$ cat src/rtl/hazard3_sbus_to_ahb.sv
// Bridge from the Hazard3 debug-module system-bus port to a single-transfer AHB-Lite master.
// Optional alignment checking of halfword/word requests: define HAZARD3_SBUS_ALIGN_CHECK_EN.
module hazard3_sbus_to_ahb #(
    parameter int W_ADDR = 32,
    parameter int W_DATA = 32
) (
    input  logic              clk,
    input  logic              rst,

    input  logic [31:0]       sbus_addr,
    input  logic              sbus_write,
    input  logic [1:0]        sbus_size,
    input  logic              sbus_vld,
    output logic              sbus_rdy,
    output logic              sbus_err,
    input  logic [31:0]       sbus_wdata,
    output logic [31:0]       sbus_rdata,

    output logic [W_ADDR-1:0] ahb_haddr,
    output logic              ahb_hwrite,
    output logic [1:0]        ahb_htrans,
    output logic [2:0]        ahb_hsize,
    output logic [2:0]        ahb_hburst,
    output logic [3:0]        ahb_hprot,
    output logic              ahb_hmastlock,
    input  logic              ahb_hready,
    input  logic              ahb_hresp,
    output logic [W_DATA-1:0] ahb_hwdata,
    input  logic [W_DATA-1:0] ahb_hrdata,

    output logic [1:0]        dbg_state_o
);

    typedef enum logic [1:0] {
        S_IDLE = 2'd0,
        S_ADDR = 2'd1,
        S_DATA = 2'd2,
        S_RESP = 2'd3
    } state_t;

    localparam logic [1:0] HTRANS_IDLE   = 2'b00;
    localparam logic [1:0] HTRANS_NONSEQ = 2'b10;

    // Handshake: sbus_vld is held with stable request fields until the one-cycle
    // sbus_rdy pulse; sbus_err and sbus_rdata are only meaningful while sbus_rdy=1.
    state_t              state_q;
    logic [W_ADDR-1:0]   haddr_q;
    logic                hwrite_q;
    logic [2:0]          hsize_q;
    logic [1:0]          htrans_q;
    logic [W_DATA-1:0]   hwdata_q;
    logic                rdy_q;
    logic                err_q;
    logic [31:0]         rdata_q;

    logic                req_bad;
    logic [W_DATA-1:0]   wdata_rep;
    logic [W_DATA-1:0]   rd_shift;
    logic [31:0]         rd_ext;

    always_comb begin
        req_bad = (sbus_size == 2'b11);
`ifdef HAZARD3_SBUS_ALIGN_CHECK_EN
        if (sbus_size == 2'b01 && sbus_addr[0])
            req_bad = 1'b1;
        if (sbus_size == 2'b10 && sbus_addr[1:0] != 2'b00)
            req_bad = 1'b1;
`endif
    end

    // Narrow writes are replicated across all byte lanes so the slave can pick its lane by address.
    always_comb begin
        case (sbus_size)
            2'b00:   wdata_rep = {4{sbus_wdata[7:0]}};
            2'b01:   wdata_rep = {2{sbus_wdata[15:0]}};
            default: wdata_rep = sbus_wdata;
        endcase
    end

    always_comb begin
        rd_shift = ahb_hrdata >> {haddr_q[1:0], 3'b000};
        case (hsize_q[1:0])
            2'b00:   rd_ext = {24'h0, rd_shift[7:0]};
            2'b01:   rd_ext = {16'h0, rd_shift[15:0]};
            default: rd_ext = rd_shift;
        endcase
    end

    always_ff @(posedge clk or posedge rst) begin
        if (rst) begin
            state_q  <= S_IDLE;
            haddr_q  <= '0;
            hwrite_q <= 1'b0;
            hsize_q  <= 3'b000;
            htrans_q <= HTRANS_IDLE;
            hwdata_q <= '0;
            rdy_q    <= 1'b0;
            err_q    <= 1'b0;
            rdata_q  <= 32'h0;
        end else begin
            case (state_q)
                S_IDLE: begin
                    if (sbus_vld) begin
                        if (req_bad) begin
                            state_q <= S_RESP;
                            rdy_q   <= 1'b1;
                            err_q   <= 1'b1;
                            rdata_q <= 32'h0;
                        end else begin
                            state_q  <= S_ADDR;
                            htrans_q <= HTRANS_NONSEQ;
                            haddr_q  <= W_ADDR'(sbus_addr);
                            hwrite_q <= sbus_write;
                            hsize_q  <= {1'b0, sbus_size};
                            hwdata_q <= wdata_rep;
                        end
                    end
                end
                S_ADDR: begin
                    if (ahb_hready) begin
                        state_q  <= S_DATA;
                        htrans_q <= HTRANS_IDLE;
                    end
                end
                // The first cycle of a two-cycle error response has hready=0 and is simply waited out.
                S_DATA: begin
                    if (ahb_hready) begin
                        state_q <= S_RESP;
                        rdy_q   <= 1'b1;
                        err_q   <= ahb_hresp;
                        rdata_q <= (ahb_hresp || hwrite_q) ? 32'h0 : rd_ext;
                    end
                end
                S_RESP: begin
                    state_q <= S_IDLE;
                    rdy_q   <= 1'b0;
                    err_q   <= 1'b0;
                    rdata_q <= 32'h0;
                end
                default: state_q <= S_IDLE;
            endcase
        end
    end

    assign sbus_rdy      = rdy_q;
    assign sbus_err      = err_q;
    assign sbus_rdata    = rdata_q;

    assign ahb_haddr     = haddr_q;
    assign ahb_hwrite    = hwrite_q;
    assign ahb_htrans    = htrans_q;
    assign ahb_hsize     = hsize_q;
    assign ahb_hwdata    = hwdata_q;
    assign ahb_hburst    = 3'b000;
    assign ahb_hprot     = 4'b0011;
    assign ahb_hmastlock = 1'b0;

    assign dbg_state_o   = state_q;

endmodule

$ cat config.mk
export PLATFORM = sky130hd
export DESIGN_NAME = hazard3_sbus_to_ahb
export DESIGN_NICKNAME = d
export VERILOG_FILES = /design/src/rtl/hazard3_sbus_to_ahb.sv
export SDC_FILE = /design/constraint.sdc
export NUM_CORES = 1
export LEC_CHECK = 0
export ABC_CLOCK_PERIOD_IN_PS = 4620
export CORE_UTILIZATION = 44
export CTS_BUF_LIST = sky130_fd_sc_hd__clkbuf_4 sky130_fd_sc_hd__clkbuf_8
export DETAILED_ROUTE_END_ITERATION = 16
export PLACE_DENSITY = 0.83
export SETUP_SLACK_MARGIN = 0.4
export SLEW_MARGIN = 20
export SYNTH_ARGS = -nofsm -noshare
export SYNTH_HDL_FRONTEND = slang
export SYNTH_SLANG_ARGS = --single-unit
$ cat constraint.sdc
create_clock -name clk -period 4.62 [get_ports clk]
set_clock_uncertainty 0.05 [all_clocks]
set_input_delay 0.693 -clock clk [delete_from_list [all_inputs] [get_ports clk]]
set_output_delay 0.693 -clock clk [all_outputs]
set_load 0.02 [all_outputs]
==> metrics.txt, run 1 <==
layout cells sized above 1 20.4%; vias in the first global route 3,989; unique cell type count in the Yosys netlist 31; drt via density 5.38; Critical Path End Type register; post-CTS setup buffers 0; final hold violations 0; antenna violations before repair 0; number of synthesis warnings 0; measured slew at the worst slew-check pin 924 ps; Worst path max stage delay 700 ps; CTS tree done; DIE WIDTH 108 um; Static Leak 0.00307 uW; Antenna diodes 0; Post-route DRC 0; WP buf/inv 2; R2R Setup Slk 1920 ps; initial core utilization between 40% and 50%; IO Count around 220; routability cong. 0.789; via count 3,788; Core Util, Final 66.5%; crit path max-delay cell type clkdlybuf4s50_1; status completed; PortBufs 207; syn avg cell area 13.7 um2; initial drt markers 133; highest-count cells in the layout ignoring fill and taps clkdlybuf4s50_1, dfrtp_1, mux2_2; Worst Reg2Reg Path Length in Cells 5; relative slew slack 38.4%; worst reg2reg path endpoint ahb_hwdata[3]; CTS H-Tree Depth 3; # hold bufs at CTS 0; WP data arrival about 3100 ps; Post-CTS Resized 0; sequential area share after synthesis 52.5%; Synth Instances about 360; critical path peak fanout 26; non-filler cells, final approximately 700; final worst path period share 61.5%; Site Rows 38; DRT Wirelength 13.2 mm; setup violators final 0; Final Max Slew Viols 0; leading cell type in the layout, fill and taps excluded clkdlybuf4s50_1; clock-pin slew on the worst setup and hold paths 110 ps; f_max about 350 MHz; Final Critical Period 2840 ps; global-route wire length before repair 20.7 mm; worst ir drop on vdd 0.357 mV; Crit Path Class in2reg; first-pass iteration count of the detailed router 4; max-cap viol count 0; CTS sink count 104; Die Height 108 um; nets@finish 668; synth-to-layout area growth 46.0%; routed len/inst 18.7 um; unrepaired setup endpoints after global routing no; total CTS buffers 9; post-DP HPWL between 9 and 10 mm; FF-to-FF Start dbg_state_o[0]; Root Driver clkbuf_8; Worst Hold Depth 1; crit path cell chain clkdlybuf4s50_1, a21boi_4, nand2_2, buf_4, mux2_2; pwr dens 598 mW/mm2; Die Area 0.0117 mm2; setup TNS 0 ps; Routed Antenna Nets 0; Crit. Startpoint sbus_size[0]; Total GRT Usage between 20% and 30%; Worst Path Required about 4800 ps; Synth Register Bits 104; Longest Clk Path Bufs 2; synthesized area 0.00496 mm2; hold path start ahb_haddr[22]; Worst path top cell family by delay buffers and inverters; Placed Cells 688; Hold EP ahb_haddr[22]; Core Area 0.0109 mm2; kind of start point of the critical path primary input; Clock Latency Late Sink 360 ps; GR Overflow Total 0; hold crit path type reg2reg; largest net degree at the start of global routing 84
==> Yosys cell counts <==
cell	n	area, um2
dfrtp_1	104	2600
mux2_2	76	856
a22o_1	33	289
mux2i_1	28	280
buf_4	13	97.6
nand2_1	12	45.0
buf_2	10	50.1
a21oi_1	9	45.0
a31oi_1	9	56.3
o21ai_0	9	45.0
mux4_2	8	180
inv_1	7	26.3
o2bb2ai_1	7	61.3
clkbuf_1	6	22.5
buf_6	5	56.3
ha_1	5	62.6
nor2_1	3	11.3
a211oi_2	2	25.0
conb_1	2	7.51
nand2b_1	2	12.5
nor2b_1	2	12.5
a2111oi_4	1	27.5
a21boi_4	1	18.8
a221o_1	1	10.0
a32oi_1	1	8.76
buf_1	1	3.75
nand3_4	1	17.5
nand4bb_1	1	11.3
nor2_2	1	6.26
nor3_1	1	5.00
o22ai_1	1	6.26
==> registers in the layout, indices dropped and copies added, names as in the netlist <==
name and flops:
sbus_err 1, ahb_haddr 32, sbus_rdata 32, ahb_hwdata 32
ahb_hsize 2, dbg_state_o 2, sbus_rdy 1, ahb_htrans 1
ahb_hwrite 1
==> where the power goes <==
group | leakage (uW) | internal, uW | switching [uW]
Clock | 0.0000955 | 203 | 328
Sequential | 0.00129 | 1260 | 234
Combinational | 0.00168 | 1170 | 1130
Total | 0.00307 | 2630 | 1690
==> cells by family (layout without fill, tap and decap cells) <==
group / Yosys count / in the layout / share of synthesized area (%)
AOI/OAI and AO/OA: 74 / 74 / 12.0
buffers and inverters: 42 / 236 / 5.17
and+or+nand+nor: 23 / 23 / 2.45
muxes: 112 / 112 / 26.5
other: 2 / 10 / 0.151
adders and majority gates: 5 / 5 / 1.26
DFF: 104 / 104 / 52.5
==> routing by layer <==
layer	up-vias	share of wire, %	track usage, %
li1	1708	-	-
met1	1910	39	27.2
met2	158	50	39.7
met3	12	10	9.34
met4	0	1.3	6.07
met5	-	0	0
==> stage by stage <==
step	area (um2)	total power, uW	setup slack (ps)	hold WS (ps)
floorplan	4990	2850	1140	558
global placement	7060	3760	1400	438
detailed placement	7060	3820	1410	441
CTS	7240	4370	1800	467
global route	7240	4570	1690	474
finish	7240	4330	1780	463
==> worst reg2reg max path: stages (launching register included) <==
cell and delay [ps]:
dfrtp_1 430, inv_1 140, ha_1 790, nand2_2 480, buf_4 400, mux2_2 320
==> final cells by class <==
cell class	count	area, um2
repair buffers	213	2120
inverters	7	31.3
clock buffers	9	124
multi-input cells	224	2130
clock inverters	7	56.3
flip-flops and latches	104	2600
fillers	819	3650
well taps	140	175
==> how the worst max path moves through the flow <==
| stage | cells past startpoint | endpoint |
|---|---|---|
| floorplan | 1 | ahb_haddr[0] |
| global placement | 4 | sbus_err |
| detailed placement | 5 | ahb_hwdata[3] |
| CTS | 5 | ahb_hwdata[2] |
| global route | 5 | ahb_hwdata[9] |
| finish | 5 | ahb_hwdata[3] |
No activity file was read; power rests on OpenSTA's default activity.
==> run 2: changes to the inputs <==
Settings changed: ABC_CLOCK_PERIOD_IN_PS 4620 to 2800.
Clock period 4.62 ns to 2.8 ns, I/O delays scaled along.
==> run 2 against run 1 <==
Clock power grew 94%. Non-clock buffer count grew 8. Final cell count grew 1.1%. Sequential cell count is the same. Count of clock-buffer cells in the layout is the same. Combinational power grew 70%. Design area grew 1.8%. Total power grew 71%. Critical path depth is the same. Register-to-register slack lost 1300 ps. Utilization grew 1.2 points. Critical path type is now reg2reg. Largest power group unchanged.
==> metrics.txt, run 2 (synthesis gave the netlist of run 1 again) <==
max-cap viol count 0; antenna violations before repair 0; total CTS buffers 9; IO Count 218; nets@finish 676; global routing met2 resource utilization between 30% and 40%; Longest Clk Path Bufs 2; Crit Path Class reg2reg; synth-to-layout area growth 48.7%; CTS H-Tree Depth 3; crit path cell chain inv_1, ha_1, nand4bb_1, a2111oi_4, a22o_1; Die Area 0.0117 mm2; # hold bufs at CTS 0; Critical Path End Type register; Worst Reg2Reg Path Length in Cells 5; crit path max-delay cell type a2111oi_4; DRT Wirelength between 10 and 15 mm; initial core utilization about 46%; WP data arrival about 2500 ps; relative slew slack 54.2%; Final Critical Period about 2200 ps; post-CTS setup buffers 0; measured slew at the worst slew-check pin slightly below 700 ps; critical path peak fanout 8; Clock Latency Late Sink 370 ps; layout cells sized above 1 21.3%; routability cong. 0.777; kind of start point of the critical path register; Core Area between 0.01 and 0.015 mm2; met3 usage 6.51%; Die Height roughly 110 um; WP buf/inv 1; global-route wire length before repair 20.7 mm; Placed Cells 696; # fillers 815; final hold violations 0; setup violators final 0; hold crit path type in2async; leading cell type in the layout, fill and taps excluded clkdlybuf4s50_1; Antenna diodes 0; initial drt markers 138; Root Driver clkbuf_8; Final Max Slew Viols 0; non-filler cells, final 712; Post-CTS Resized 0; unrepaired setup endpoints after global routing no; Site Rows 38; DIE WIDTH 108 um; Worst path max stage delay 690 ps; routed len/inst about 19 um; status completed; PortBufs 207; Total GRT Usage a little under a quarter; sequential cell area 0.00260 mm2; setup TNS 0 ps; GR Overflow Total 0; CTS sink count about 100; first-pass iteration count of the detailed router 4; Worst Path Required 3060 ps; Worst path top cell family by delay compound AO/OA/AOI/OAI gates; multi-input logic area 0.00213 mm2; largest net degree at the start of global routing between 50 and 60; CTS tree done; GRT busiest layer met2; via count 3,800; clock-pin slew on the worst setup and hold paths roughly 100 ps; vias in the first global route 3,967; post-DP HPWL 9.83 mm; Worst path depth 5; pwr dens ~1000 mW/mm2; f_max 453 MHz; M1 GR Usage 28.9%; highest-count cells in the layout ignoring fill and taps clkdlybuf4s50_1, dfrtp_1, mux2_2; Static Leak 0.00313 uW; worst ir drop on vdd 0.577 mV; drt via density 5.34; Post-route DRC 0; Routed Antenna Nets 0; final worst path period share 78.9%
## run 2: per-stage QoR
stage,instance area [um2],power [uW],worst slack (ps),hold slack (ps),util [%]
2_1_floorplan,4990,4710,749,503,-
3_3_place_gp,7160,6270,350,438,65.7
3_5_place_dp,7160,6380,310,442,65.7
4_1_cts,7370,7440,567,443,67.7
5_1_grt,7370,7780,464,476,67.7
6_report,7370,7380,592,438,67.7
## run 2: layout make-up
| cell class | count | share of cell area, % |
|---|---|---|
| Clock inverter | 7 | 1.27 |
| Multi-Input combinational cell | 224 | 28.9 |
| Clock buffer | 9 | 1.68 |
| Tap cell | 140 | 2.38 |
| Sequential cell | 104 | 35.3 |
| Timing Repair Buffer | 221 | 30.0 |
| Inverter | 7 | 0.407 |
## run 2: worst paths after layout
check / startpoint / slack [ps] / endpoint
setup / recovery: dbg_state_o[0] / 590 / sbus_rdata[26]
hold / removal: rst / 440 / ahb_haddr[13]
setup reg to reg: dbg_state_o[0] / 590 / sbus_rdata[26]
hold reg to reg: ahb_haddr[24] / 460 / ahb_haddr[24]
max in group asynchronous: rst / 1520 / ahb_haddr[1]
min in group clk: ahb_haddr[24] / 460 / ahb_haddr[24]
## run 2: power by group
part,leakage (uW),switching (uW),total (uW),internal [uW]
Clock,0.000106,527,1030,504
Combinational,0.00173,1910,3900,1990
Sequential,0.00129,375,2450,2080
## run 2: routing by layer
metal / up-vias / wire length [um]
li1: 1736 / -
met4: 0 / 305
met3: 22 / 1040
met2: 170 / 6580
met1: 1872 / 5410
met5: - / 0
==> run 3: changes to the inputs <==
Settings changed: ABC_CLOCK_PERIOD_IN_PS 2800 to 1900, CORE_UTILIZATION 44 to 39, PLACE_DENSITY 0.83 to 0.78.
Clock period 2.8 ns to 1.9 ns, I/O delays scaled along.
==> run 3 against run 2 <==
Non-clock buffer count increased by 45. Critical path type unchanged. Setup slack got worse by 410 ps. Sequential cell count is the same. Final cell count is 10% higher. Critical path depth grew 2. Count of clock-buffer cells in the layout up 2. Total power is 59% higher. Highest routed layer unchanged. Design area rose by 11%. Sequential share of layout area decreased by 3.4 points. Sequential power is 46% higher. Global-route usage down 0.41 points. Clock power up 68%.
==> metrics.txt, run 3 (synthesis gave the netlist of run 1 again) <==
status completed; Site Rows 40; Worst Path Required ~2100 ps; CTS sink count 104; highest-count cells in the layout ignoring fill and taps dfrtp_1, clkdlybuf4s50_1, dlygate4sd2_1; # fillers 944; first-pass iteration count of the detailed router 4; vias in the first global route 4,407; hold crit path type in2async; max-cap viol count 0; nets@finish approximately 720; pwr dens 1440 mW/mm2; final worst path period share 90.6%; total CTS buffers 9; GRT busiest layer met2; routability cong. 0.775; Post-route DRC 0; WP data arrival 1960 ps; Antenna diodes 0; critical path peak fanout 6; initial drt markers 206; largest net degree at the start of global routing 52; layout cells sized above 1 30.6%; kind of start point of the critical path register; global-route wire length before repair 22.9 mm; clock-pin slew on the worst setup and hold paths 100 ps; Routed Antenna Nets 0; M1 GR Usage between 20% and 30%; sequential cell area around 0.0026 mm2; setup slack after layout 178 ps; IO Count 218; Root Driver clkbuf_8; CTS tree done; multi-input logic area 0.00229 mm2; met3 usage between 5 and 6%; GR Overflow Total 0; PortBufs 207; post-DP HPWL 9.85 mm; Place WS -169 ps; global routing met2 resource utilization approximately two fifths; # hold bufs at CTS 0; final hold violations 0; DIE WIDTH around 110 um; synth-to-layout area growth 64.7%; Die Area 0.0132 mm2; worst ir drop on vdd 0.820 mV; setup violators final 0; drt via density 5.12; Critical Path End Type register; DRT Wirelength around 15 mm; routed len/inst 18.8 um; Final Critical Period roughly 1700 ps; antenna violations before repair 0; Static Leak roughly 0.0038 uW; Final Max Slew Viols 0; CTS H-Tree Depth 3; unrepaired setup endpoints after global routing yes; via count 4,025; Longest Clk Path Bufs 2; Total GRT Usage between 20% and 30%; Die Height about 110 um; Clock Latency Late Sink 380 ps; Crit Path Class reg2reg; f_max 581 MHz; hold_ws 180 ps; leading cell type in the layout, fill and taps excluded dfrtp_1; initial core utilization 40.6%; Core Area 0.0122 mm2
## run 3: changes by cell type in the layout (fill, tap and decap cells not counted), moves of 4 or more
| cell | change |
|---|---|
| mux2_4 | +7 |
| buf_6 | +8 |
| clkdlybuf4s15_1 | +8 |
| mux2_2 | -7 |
| buf_12 | +12 |
| dlygate4sd2_1 | +94 |
| buf_4 | +19 |
| buf_16 | +8 |
| ha_1 | -4 |
| clkdlybuf4s50_1 | -107 |
## run 3: through the flow
step | cell area (um2) | power, uW | TNS [ps] | instances | utilization, %
floorplan | 5080 | 7100 | 0 | 370 | -
global placement | 7390 | 9450 | -3760 | 736 | 60.5
detailed placement | 7390 | 9590 | -5250 | 736 | 60.5
CTS | 7990 | 11400 | 0 | 779 | 65.5
global route | 8170 | 12400 | 0 | 786 | 66.9
finish | 8170 | 11700 | 0 | 786 | 66.9
## run 3: final timing paths
kind / from / endpoint / slack [ps] / cells past startpoint
max: dbg_state_o[1] / ahb_hwdata[8] / 180 / 7
min: rst / ahb_haddr[29] / 180 / 2
max reg2reg: dbg_state_o[1] / ahb_hwdata[8] / 180 / 7
min reg2reg: ahb_hwdata[30] / ahb_hwdata[30] / 460 / 1
max in group asynchronous: rst / ahb_haddr[10] / 1040 / 3
min in group clk: sbus_vld / dbg_state_o[0] / 350 / 3
## run 3: routing by layer
layer	vias to the layer above	share of wire, %
met3	15	6.6
met1	2024	40
met2	164	51
met4	0	1.5
met5	-	0
li1	1822	-
## run 3: area by class of cell
class,instances,share of cell area (%)
Timing Repair Buffer,266,34.0
Sequential cell,104,31.9
Multi-Input combinational cell,225,28.0
Tap cell,168,2.57
Clock buffer,11,1.85
Clock inverter,5,1.26
Inverter,7,0.398
## run 3: report_power, final
group | internal [uW] | switching, uW
registers | 3070 | 499
logic | 3240 | 3200
clock network | 945 | 786
## run 3: what timing repair did
| action | CTS | global route |
|---|---|---|
| endpoints found under the setup margin | 196 | 107 |
| setup buffers | 18 | 7 |
| cloned | 9 | 0 |
| gates resized for setup | 142 | 30 |
| pin swaps | 1 | 5 |
## run 3: critical path, cell delays in order (launching register included)
cell and delay [ps]:
dfrtp_2 470, inv_2 120, ha_4 170, buf_6 140, nand2_8 100, buf_6 140, buf_16 130, mux2_4 290
